## config.mk

```make
export PLATFORM = sky130hd
export DESIGN_NAME = spi_tx_sequencer
export DESIGN_NICKNAME = d
export VERILOG_FILES = /design/src/rtl/spi_tx_sequencer.sv
export SDC_FILE = /design/constraint.sdc
export NUM_CORES = 1
export LEC_CHECK = 0
export ABC_AREA = 1
export CORE_MARGIN = 2
export CORE_UTILIZATION = 35
export CTS_BUF_LIST = sky130_fd_sc_hd__clkbuf_4 sky130_fd_sc_hd__clkbuf_8
export CTS_CLUSTER_DIAMETER = 100
export CTS_CLUSTER_SIZE = 12
export DETAILED_ROUTE_END_ITERATION = 16
export HOLD_SLACK_MARGIN = 0.06
export PLACE_DENSITY = 0.57
export SYNTH_ARGS = -nofsm -noshare
export SYNTH_HDL_FRONTEND = slang
export SYNTH_SLANG_ARGS = --single-unit
```

## constraint.sdc

```tcl
create_clock -name clk -period 3.2 [get_ports clk]
set_clock_uncertainty 0.05 [all_clocks]
set_input_delay 0.32 -clock clk [delete_from_list [all_inputs] [get_ports clk]]
set_output_delay 0.32 -clock clk [all_outputs]
set_load 0.005 [all_outputs]
```

## src/rtl/spi_tx_sequencer.sv

```systemverilog
// rtl/spi_tx_sequencer.sv - frame-granular round-robin sequencer in front of a single-byte SPI transmitter
module spi_tx_sequencer #(
    parameter int NUM_REQ    = 4,
    parameter int GAP_CYCLES = 4,
    parameter int TIMEOUT    = 4096
) (
    input  logic                   clk,
    input  logic                   rst,
    input  logic [NUM_REQ-1:0]     req_valid,
    input  logic [8*NUM_REQ-1:0]   req_data,
    input  logic [NUM_REQ-1:0]     req_last,
    output logic [NUM_REQ-1:0]     req_ready,
    output logic                   tx_wr_en,
    output logic [7:0]             tx_wr_data,
    input  logic                   tx_wr_done,
    output logic [2:0]             grant_id,
    output logic                   busy,
    output logic                   frame_done,
    output logic                   err_timeout
);

    localparam int WD_W  = $clog2(TIMEOUT);
    localparam int GAP_W = (GAP_CYCLES > 1) ? $clog2(GAP_CYCLES) : 1;

    typedef enum logic [1:0] {IDLE, SEND, GAP, HOLD} state_t;

    state_t           state;
    logic [2:0]       rr_ptr;
    logic             last_r;
    logic             locked;
    logic [WD_W-1:0]  wd_cnt;
    logic [GAP_W-1:0] gap_cnt;

    // Requester vectors widened to the 8-requester maximum so a 3-bit index always selects in range
    logic [7:0]  valid_pad;
    logic [7:0]  last_pad;
    logic [63:0] data_pad;

    assign valid_pad = 8'(req_valid);
    assign last_pad  = 8'(req_last);
    assign data_pad  = 64'(req_data);

    // Launch must fall in the very cycle tx_wr_done arrives or the transmitter would relaunch
    assign tx_wr_en = (state == SEND) && !tx_wr_done;
    assign busy     = (state != IDLE);

    logic       pick_found;
    logic [2:0] pick_idx;
    logic [3:0] arb_sum;
    logic [2:0] arb_idx;

    // Round-robin search: first pending requester at or above rr_ptr, wrapping modulo NUM_REQ
    always_comb begin
        pick_found = 1'b0;
        pick_idx   = 3'd0;
        arb_sum    = 4'd0;
        arb_idx    = 3'd0;
        for (int i = 0; i < NUM_REQ; i++) begin
            arb_sum = {1'b0, rr_ptr} + 4'(i);
            arb_idx = 3'((arb_sum >= 4'(NUM_REQ)) ? (arb_sum - 4'(NUM_REQ)) : arb_sum);
            if (!pick_found && valid_pad[arb_idx]) begin
                pick_found = 1'b1;
                pick_idx   = arb_idx;
            end
        end
    end

    logic       sel_ok;
    logic [2:0] sel_idx;
    logic [2:0] rr_next;

    // While a frame is locked only the owner may be accepted; otherwise take the arbitration winner
    always_comb begin
        sel_idx = (state == HOLD) ? grant_id : pick_idx;
        sel_ok  = (state == HOLD) ? valid_pad[grant_id] : pick_found;
        rr_next = (grant_id == 3'(NUM_REQ - 1)) ? 3'd0 : (grant_id + 3'd1);
    end

    // Sequencer FSM with registered grant, data and pulse outputs
    always_ff @(posedge clk) begin
        if (rst) begin
            state       <= IDLE;
            rr_ptr      <= 3'd0;
            grant_id    <= 3'd0;
            tx_wr_data  <= 8'd0;
            req_ready   <= '0;
            frame_done  <= 1'b0;
            err_timeout <= 1'b0;
            last_r      <= 1'b0;
            locked      <= 1'b0;
            wd_cnt      <= '0;
            gap_cnt     <= '0;
        end else begin
            req_ready   <= '0;
            frame_done  <= 1'b0;
            err_timeout <= 1'b0;
            case (state)
                IDLE, HOLD: begin
                    if (sel_ok) begin
                        grant_id   <= sel_idx;
                        tx_wr_data <= data_pad[{sel_idx, 3'b000} +: 8];
                        last_r     <= last_pad[sel_idx];
                        req_ready  <= NUM_REQ'(1) << sel_idx;
                        wd_cnt     <= '0;
                        state      <= SEND;
                    end
                end
                SEND: begin
                    if (tx_wr_done) begin
                        gap_cnt <= '0;
                        state   <= GAP;
                        if (last_r) begin
                            frame_done <= 1'b1;
                            rr_ptr     <= rr_next;
                            locked     <= 1'b0;
                        end else begin
                            locked     <= 1'b1;
                        end
                    end else if (wd_cnt == WD_W'(TIMEOUT - 1)) begin
                        err_timeout <= 1'b1;
                        rr_ptr      <= rr_next;
                        locked      <= 1'b0;
                        gap_cnt     <= '0;
                        state       <= GAP;
                    end else begin
                        wd_cnt <= wd_cnt + 1'b1;
                    end
                end
                GAP: begin
                    if (gap_cnt == GAP_W'(GAP_CYCLES - 1)) begin
                        state <= locked ? HOLD : IDLE;
                    end else begin
                        gap_cnt <= gap_cnt + 1'b1;
                    end
                end
                default: state <= IDLE;
            endcase
        end
    end

endmodule

```

==> impl_metrics.yaml <==
run_status:
  status: "finished clean"
critical_path:
  crit_family: "simple AND/OR/NAND/NOR gates"
  critPathRequiredTime_ns: 3.33
  path_max_fanout: 13
  critical_path_arrival_ns: 2.74
  worstPathCellList: "inv_6 -> ha_1 -> inv_1 -> nand3_1 -> nand3_1 -> nand3_2 -> o21ai_2 -> nand2_1 -> nand2_1 -> inv_1 -> nand2_1 -> a21oi_2"
  critPathLaunchType: "register"
  reg2reg_slack_ns: 0.59
  worst_r2r_path_depth: 12
  crit_type: "register to register"
  critPathCaptureType: "register"
  cp-startpoint: "rr_ptr[0]"
  cp_num_cells: 12
  crit_top_cell: "nand2_1"
  worst_r2r_startpoint: "rr_ptr[0]"
  slowest_stage: "dfxtp_1"
  cpPeakStageDelay_ns: 0.55
  path_buf_inv: 3
clock_tree:
  root_buffer: "clkbuf_8"
  cts_buffers: 5
  cts_tree: "done"
  htreeDepth: 2
  ctsHoldBuffers: 0
  cts_buffer_depth: 2
  clk_pin_slew_ns: 0.08
  clock-sinks: 38
  cts_resized: 0
  cts_setup_buffers: 0
  clk_latency_ns: 0.29
worst_hold_path:
  hold-path-cell-count: 2
  min_path_type: "register to register"
  hp-start: "locked"
job:
  cap_violations: 0
floorplanning:
  coreArea_um2: 6830
  dieHeight_um: 88.4
  initial_core_util_pct: 36.5
  io_pins: 62
  rows: 30
  die_w_um: 88.4
  dieArea_um2: 7810
global_routing:
  antenna_found_initial: 0
  grt_pass1_wl_um: 11400
  first_global_vias: 2478
  overflow: 0
  grt_max_degree: 26
  grtUsageTotal_pct: 18.4
power_and_ir_drop:
  p_leak_nw: 1.40
  irDropWorstVdd_mv: 0.380
  p_per_area_nw_per_um2: 699
synthesis:
  synth_nets: 441
  ys_warn_count: 0
  synth_edf_count: 0
  synth_ff_type: "dfxtp_1"
  async_reset_ff_share_pct: 0
  yosys-top-cells-area: "dfxtp_1, nand2_1, nand3_1, inv_1, ha_1"
  synth_top_cells_by_count: "nand2_1, inv_1, nand3_1"
  synth.largest_area_cell: "dfxtp_1"
  synth.most_common_cell: "nand2_1"
  ys_ff_latch: 38
  postSynthCellCount: 389
  synth_top_area_share_pct: 30.5
  ys_seq_area_share_pct: 30.5
  syn_area_per_cell_um2: 6.40
  synth.distinct_cells: 35
  syn-cell-area_um2: 2490
placement:
  hpwl_um: 5160
  place_congestion: 0.891
  io_buffers: 61
  dp_slack_ns: 0.589
timing:
  maxSlewHeadroom_pct: 62.9
  setup-violations-final: 0
  fin_ws_ns: 0.591
  hold_viol: 0
  worstMarginPinSlew_ns: 0.554
  tns_ns: 0
  max_freq_ghz: 0.383
  rsz0062_at_grt: "false"
  drv_slew: 0
  finalCriticalPeriod_ns: 2.61
  fin_crit_sh_pct: 81.5
drt:
  postRouteWirelength_um: 6800
  num_vias: 2603
  drt_iter0_markers: 94
  ant_nets: 0
  firstDrtPassIters: 4
  via_per_inst: 4.78
  drc: 0
  detail_route.wl_per_cell_um: 12.5
final_layout:
  fill_cells: 717
  layout-drive-gt1-share_pct: 8.91
  antennaDiodeCount: 0
  areaGrowthSynthToFinish_pct: 32.6
  nets: 500
  multiInputGateArea_um2: 1440
  seqCellArea_um2: 761
-- cells by family (layout without fill, tap and decap cells) --
kind of cell	after synthesis	in the layout	share of synthesized area (%)
and+or+nand+nor	222	222	39.8
buffers and inverters	66	126	11.6
adders and majority gates	9	9	4.52
DFF	38	38	30.5
AOI/OAI and AO/OA	49	49	11.8
xor gates and xnor gates	5	5	1.76
-- stage by stage --
stage / utilization, % / hold WS (ns) / std cells / total power (W) / area (um2)
final: 48.4 / 0.425 / 545 / 0.00231 / 3300
after global routing: 48.4 / 0.452 / 545 / 0.00251 / 3300
after CTS: 48.4 / 0.433 / 545 / 0.00232 / 3300
after detailed placement: 46.3 / 0.415 / 537 / 0.00180 / 3160
after global placement: 46.3 / 0.390 / 537 / 0.00181 / 3160
after floorplan: - / 0.380 / 389 / 0.00143 / 2490
-- worst min-delay path, stage by stage (launching register included) --
cell and delay, ns:
dfxtp_1 0.32, inv_1 0.05, a21oi_1 0.06
-- cells in the final DEF, fill, tap and decap left out --
cell type	count
nand2_1	114
clkdlybuf4s50_1	61
inv_1	49
nand3_1	49
dfxtp_1	38
nor2_1	25
a21oi_1	18
o21ai_0	12
nand2_2	9
ha_1	9
a21oi_2	7
nor3_1	7
nand4_1	6
clkbuf_8	6
inv_2	4
nor2_2	4
xor2_1	4
o22ai_1	3
a211oi_1	3
nand2_4	2
nor4_1	2
o211ai_1	2
o21ai_1	2
bufinv_16	2
buf_4	2
inv_6	1
nor4_2	1
or3_1	1
nand3_2	1
clkinv_1	1
o21ai_2	1
xnor2_1	1
nor3b_1	1
o31ai_1	1
-- final cells by class --
type / count / share of cell area, %
clock inverter: 2 / 1.82
sequential: 38 / 23.0
multi-input combinational: 285 / 43.7
inverter: 55 / 6.40
clock buffer: 6 / 2.50
timing repair buffer: 63 / 18.9
tap: 96 / 3.64
-- final timing paths --
| kind | endpoint |
|---|---|
| min reg2reg | locked |
| max | tx_wr_data[6] |
| min | locked |
| max reg2reg | tx_wr_data[6] |
-- routing by layer --
| layer | track usage [%] | routed length, um | up-vias |
|---|---|---|---|
| li1 | - | - | 1369 |
| met1 | 25.0 | 3340 | 1152 |
| met2 | 29.1 | 2910 | 71 |
| met3 | 5.04 | 461 | 11 |
| met4 | 4.55 | 90 | 0 |
| met5 | 0 | 0 | - |
-- state kept, by name (all words and copies together), names as in the netlist --
register	cells
grant_id	3
rr_ptr	3
req_ready	4
gap_cnt	2
last_r	1
frame_done	1
wd_cnt	12
state	2
tx_wr_data	8
err_timeout	1
locked	1
-- power by group --
part | total (W) | switching [W] | internal, W | leakage (nW)
Sequential | 0.000649 | 0.0000735 | 0.000576 | 0.309
Clock | 0.000512 | 0.000180 | 0.000333 | 0.0714
Combinational | 0.00115 | 0.000710 | 0.000437 | 1.02
Total | 0.00231 | 0.000963 | 0.00135 | 1.40
(Power assumes the default switching activity.)
==> patch 1: new RTL, config.mk and constraints unchanged <==
The 4 states of `state_t` get a Gray code encoding in 2 bits.
--- a/src/rtl/spi_tx_sequencer.sv
+++ b/src/rtl/spi_tx_sequencer.sv
@@ -22,7 +22,7 @@
     localparam int WD_W  = $clog2(TIMEOUT);
     localparam int GAP_W = (GAP_CYCLES > 1) ? $clog2(GAP_CYCLES) : 1;
 
-    typedef enum logic [1:0] {IDLE, SEND, GAP, HOLD} state_t;
+    typedef enum logic [1:0] {IDLE = 2'b00, SEND = 2'b01, GAP = 2'b11, HOLD = 2'b10} state_t;
 
     state_t           state;
     logic [2:0]       rr_ptr;
Behaviour: no difference found for any inputs over 10 cycles, from zero or initial values and one cycle with rst high; not proved beyond that.
==> patch 1 against the unedited design <==
- sequential share of layout area is 1.7 points higher
- via count is 4.8% lower
- wire length decreased by 9.6%
- first-iteration DRC count is 11% lower
- critical path depth unchanged
- synthesized area shrank 7.7%
- non-clock buffer count unchanged
- worst setup slack better by 0.030 ns
- final area decreased by 6.8%
- sequential cell count stayed put
- critical path type unchanged
- critical endpoint is now wd_cnt[1]$_SDFFE_PP0P_
Power is not compared: it rests on default switching activity, and its combinational part moved more than twofold at a synthesized area within 25%.
==> patch 1: results (changes against the unedited design) <==
| Metric | Value |
|---|---|
| Outcome | `finished clean` |
| Layout Cells excl Fill | `484 (-11%)` |
| GR Util met1 | `22.76% (-2.2 points)` |
| Place WS | `0.6340 ns (+0.04463 ns)` |
| Max Root-Sink Buffers | `2 (unchanged)` |
| Routed WL | `6149 µm (-9.6%)` |
| Layout fillers | `640 (-11%)` |
| Area grow syn2layout | `33.84%` |
| Clock group total power | `0.489 mW` |
| Met2 global-route usage | `29.33% (+0.21 points)` |
| Commonest cells in the synthesized netlist | `nand2_1 (80), nand3_1 (78), dfxtp_1 (38)` |
| Clk cell area share | `4.472% (+0.15 points)` |
| Reg2Reg Setup Slack | `0.62 ns (+0.03 ns)` |
| Sequential fraction of the synthesis area | `33.08% (+2.5 points)` |
| WP data arrival | `2.71 ns (-0.03 ns)` |
| Max-slew headroom | `54.19% (-8.8 points)` |
| Min Hold Slack | `0.4133 ns (-0.01141 ns)` |
| Placed cell areas | `0.002940 mm² (-7.0%)` |
| Count of multi-input gates | `265 (-7.0%)` |
| Num sequential | `38 (unchanged)` |
| Crit path largest cell delay | `0.46 ns (-0.09 ns)` |
| Synth Flop Type | `dfxtp_1` |
| N_taps | `77 (-20%)` |
| GR Util met3 | `3.502% (-1.5 points)` |
| Layout cells sized above 1 | `7.125% (-1.8 points)` |
| Total GRT Usage | `17.69% (-0.72 points)` |
| CTS Root Cell | `clkbuf_8` |
| Post-Syn Area per Cell | `6.608 µm² (+3.2%)` |
| First-pass GRT wire length | `10430 µm (-8.8%)` |
| Seq area share | `24.72% (+1.7 points)` |
| Syn Nets | `396 (-10%)` |
| Ranking of synthesized cells by area | `dfxtp_1 (33%), nand3_1 (17%), nand2_1 (13%)` |
| Vias in the first global route | `2298 (-7.3%)` |
| Routed met2 length | `2909 µm (about the same)` |
| HPWL Detailed | `4678 µm (-9.3%)` |
| Non-clk buf share | `20.33% (+1.4 points)` |
| Footprint of the multi-input gates | `0.001334 mm² (-7.5%)` |
| Count of cell types in the netlist | `31 (-11%)` |
| Starting DRT DRC Count | `84 (-11%)` |
| Post-Synth Adder-Cell Area | `2.720% (-1.8 points)` |
| Largest net degree at the start of global routing | `23 (-12%)` |
| Routed length on met1 | `2882 µm (-14%)` |
| Post-synthesis xor/xnor area fraction | `1.904% (+0.15 points)` |
| Nets | `454 (-9.2%)` |
| Met3 routed WL | `272 µm (-41%)` |
| Vias per cell | `5.122 (+7.2%)` |
## patch 1: cell types whose count changed after synthesis, sizes merged, moves of 2 or more
cell	before	now
inv	54	33
o2111ai	0	2
a21oi	25	18
a211oi	3	0
ha	9	5
nor2	29	34
nand3	50	79
o211ai	2	0
nand2	125	88
nand4	6	9
nor4	3	0
o21ai	15	11
## patch 1: path summary, 6_finish.rpt
kind                                        startpoint                     end  depth (start not counted)
worst max-delay path            rr_ptr[0]$_SDFFE_PP0P_  wd_cnt[1]$_SDFFE_PP0P_                         12
worst min-delay path               locked$_SDFFE_PP0P_     locked$_SDFFE_PP0P_                          2
worst max register to register  rr_ptr[0]$_SDFFE_PP0P_  wd_cnt[1]$_SDFFE_PP0P_                         12
worst min register to register     locked$_SDFFE_PP0P_     locked$_SDFFE_PP0P_                          2
==> patch 2: new RTL, same flow settings <==
Without the edit above. Change the parameter `NUM_REQ` from 4 to 3.
--- a/src/rtl/spi_tx_sequencer.sv
+++ b/src/rtl/spi_tx_sequencer.sv
@@ -1,6 +1,6 @@
 // rtl/spi_tx_sequencer.sv - frame-granular round-robin sequencer in front of a single-byte SPI transmitter
 module spi_tx_sequencer #(
-    parameter int NUM_REQ    = 4,
+    parameter int NUM_REQ    = 3,
     parameter int GAP_CYCLES = 4,
     parameter int TIMEOUT    = 4096
 ) (
Interface: changed (resized req_data, req_last, req_ready and req_valid); port bits go from 62 to 51. The function was not compared with the original's and may differ.
==> patch 2 against the unedited design <==
- wire length fell by 7.3%
- power increased by 2.1%
- fmax increased by 2.2%
- worst setup slack improved by 0.056 ns
- synthesized area up 4.3%
- cell count rose by 0.18%
- final area is 1.0% lower
- sequential cell count shrank 1
- highest routed layer unchanged
==> patch 2: results (changes against the unedited design) <==
| Metric | Value |
|---|---|
| Syn Nets | `441 (unchanged)` |
| Commonest cells in the synthesized netlist | `nand2_1 (94), inv_1 (65), nand3_1 (51)` |
| Synth Area in Compound Gates | `10.06% (-1.7 points)` |
| Ranking of synthesized cells by area | `dfxtp_1 (29%), nand2_1 (14%), nand3_1 (9.8%)` |
| Post-synthesis xor/xnor area fraction | `2.696% (+0.94 points)` |
| Worst Hold Class | `flop to flop` |
| Largest net degree at the start of global routing | `14 (-46%)` |
| First-pass GRT wire length | `10840 µm (-5.1%)` |
| Post_cts resized | `0 (unchanged)` |
| Count of cell types in the netlist | `32 (-8.6%)` |
| Crit-path max FO | `12 (-1)` |
| Max reg flops | `12 (unchanged)` |
| Sequential fraction of the synthesis area | `28.50% (-2.0 points)` |
| Cell depth of the worst flop-to-flop path | `17 (+5)` |
| Vias in the first global route | `2462 (-0.65%)` |
| Clock slew at reported path FFs | `0.08 ns (about the same)` |
| Layout cells sized above 1 | `10.07% (+1.2 points)` |
| Routed WL | `6303 µm (-7.3%)` |
| Ys async rst share | `0% (unchanged)` |
| Vias per cell | `4.570 (-4.3%)` |
| Outcome | `finished clean` |
| Post-Synth Adder-Cell Area | `6.259% (+1.7 points)` |
| HPWL Detailed | `4952 µm (-4.0%)` |
| Measured slew at the worst slew-check pin | `0.5207 ns (-0.03373 ns)` |
| # port buffers | `50 (-18%)` |
| Initial antenna violation count | `0 (unchanged)` |
| Pleak | `1.484 nW (+5.7%)` |
| Max Root-Sink Buffers | `2 (unchanged)` |
| Nets | `493 (-1.4%)` |
| Placed cell areas | `0.003184 mm² (+0.75%)` |
| Layout fillers | `767 (+7.0%)` |
| Diodes inserted | `0 (unchanged)` |
| Largest family of logic cells by synthesized area | `simple AND/OR/NAND/NOR gates` |
| CTS Buf Count | `5 (unchanged)` |
| GPL Wtd Cong | `0.8920 (+0.13%)` |
| Hold Path Cell Cnt | `2 (unchanged)` |
| Total GRT Usage | `15.96% (-2.5 points)` |
| Regs by FF count | `wd_cnt x12, tx_wr_data x8` |
| Starting DRT DRC Count | `107 (+14%)` |
| # Post-CTS Setup Buffers | `0 (unchanged)` |
| Maximum vdd drop | `0.2916 mV (-23%)` |
| WP data arrival | `2.73 ns (about the same)` |
==> patch 2: cell types whose count changed in the layout (fill, tap and decap cells not counted), sizes merged, moves of 3 or more <==
cell / before / now
clkinv: 1 / 4
nand4: 6 / 2
inv: 54 / 68
ha: 9 / 13
nor2: 29 / 35
a21oi: 25 / 19
xor2: 4 / 8
o22ai: 3 / 0
nand3: 50 / 58
clkdlybuf4s50: 61 / 50
nand2: 125 / 113
==> patch 2: worst paths after layout <==
| check | end | start | slack, ns |
|---|---|---|---|
| setup reg to reg | tx_wr_data[5]$_SDFFE_PP0P_ | rr_ptr[0]$_SDFFE_PP0P_ | 0.65 |
| setup / recovery | tx_wr_data[5]$_SDFFE_PP0P_ | rr_ptr[0]$_SDFFE_PP0P_ | 0.65 |
| hold reg to reg | gap_cnt[1]$_SDFFE_PP0P_ | gap_cnt[1]$_SDFFE_PP0P_ | 0.42 |
| hold / removal | gap_cnt[1]$_SDFFE_PP0P_ | gap_cnt[1]$_SDFFE_PP0P_ | 0.42 |
==> patch 2: cell type report <==
cell class	count	area share (%)
clock inverters	1	0.2679
inverters	71	8.190
repair buffers	52	15.77
flip-flops and latches	37	22.66
multi-input cells	280	47.00
well taps	99	3.789
clock buffers	6	2.334
==> patch 2: report_power, final <==
group	internal (mW)	leakage (nW)	switching, mW
Combinational	0.502	1.14	0.904
Sequential	0.555	0.302	0.0703
Clock	0.159	0.0447	0.167
Total	1.22	1.48	1.14
==> patch 2: critical path: stages, from the launching register on <==
cell     delay, ns
dfxtp_1       0.39
ha_1          0.22
ha_1          0.21
nor2_2        0.16
nand3_1       0.16
nand2_1       0.14
nand2_2       0.06
nand3_2       0.09
nand2_4       0.09
nand2_2       0.07
nand2_1       0.06
nand2_1       0.07
nand2_1       0.05
nand2_1       0.06
nand2_2       0.17
nor2_2        0.28
nand2_1       0.09
nand3_1       0.09
==> patch 2: stage by stage <==
stage	utilization, %	worst slack [ns]	std cells	total power [mW]
after CTS	45.32	0.6242	546	2.397
final	45.32	0.6465	546	2.358
after global routing	45.32	0.3242	546	2.606
after global placement	44.14	0.6957	539	2.048
after detailed placement	44.14	0.6379	539	2.062
after floorplan	-	1.028	395	1.725
==> patch 2: metal layers <==
layer,vias up,GRT usage (%),part of all wire (%)
met3,4,3.521,3.7
met2,48,29.26,49
li1,1354,-,-
met1,1089,19.13,47
met4,0,3.077,0.71
met5,-,0,0
==> patch 2: logic make-up (layout without fill, tap and decap cells) <==
group | Yosys count | in the layout
AND/OR/NAND/NOR | 217 | 217
buffers and inverters | 78 | 130
AO/OA/AOI/OAI | 42 | 42
flip-flops | 37 | 37
adder cells (fa/ha/maj) | 13 | 13
XOR/XNOR | 8 | 8
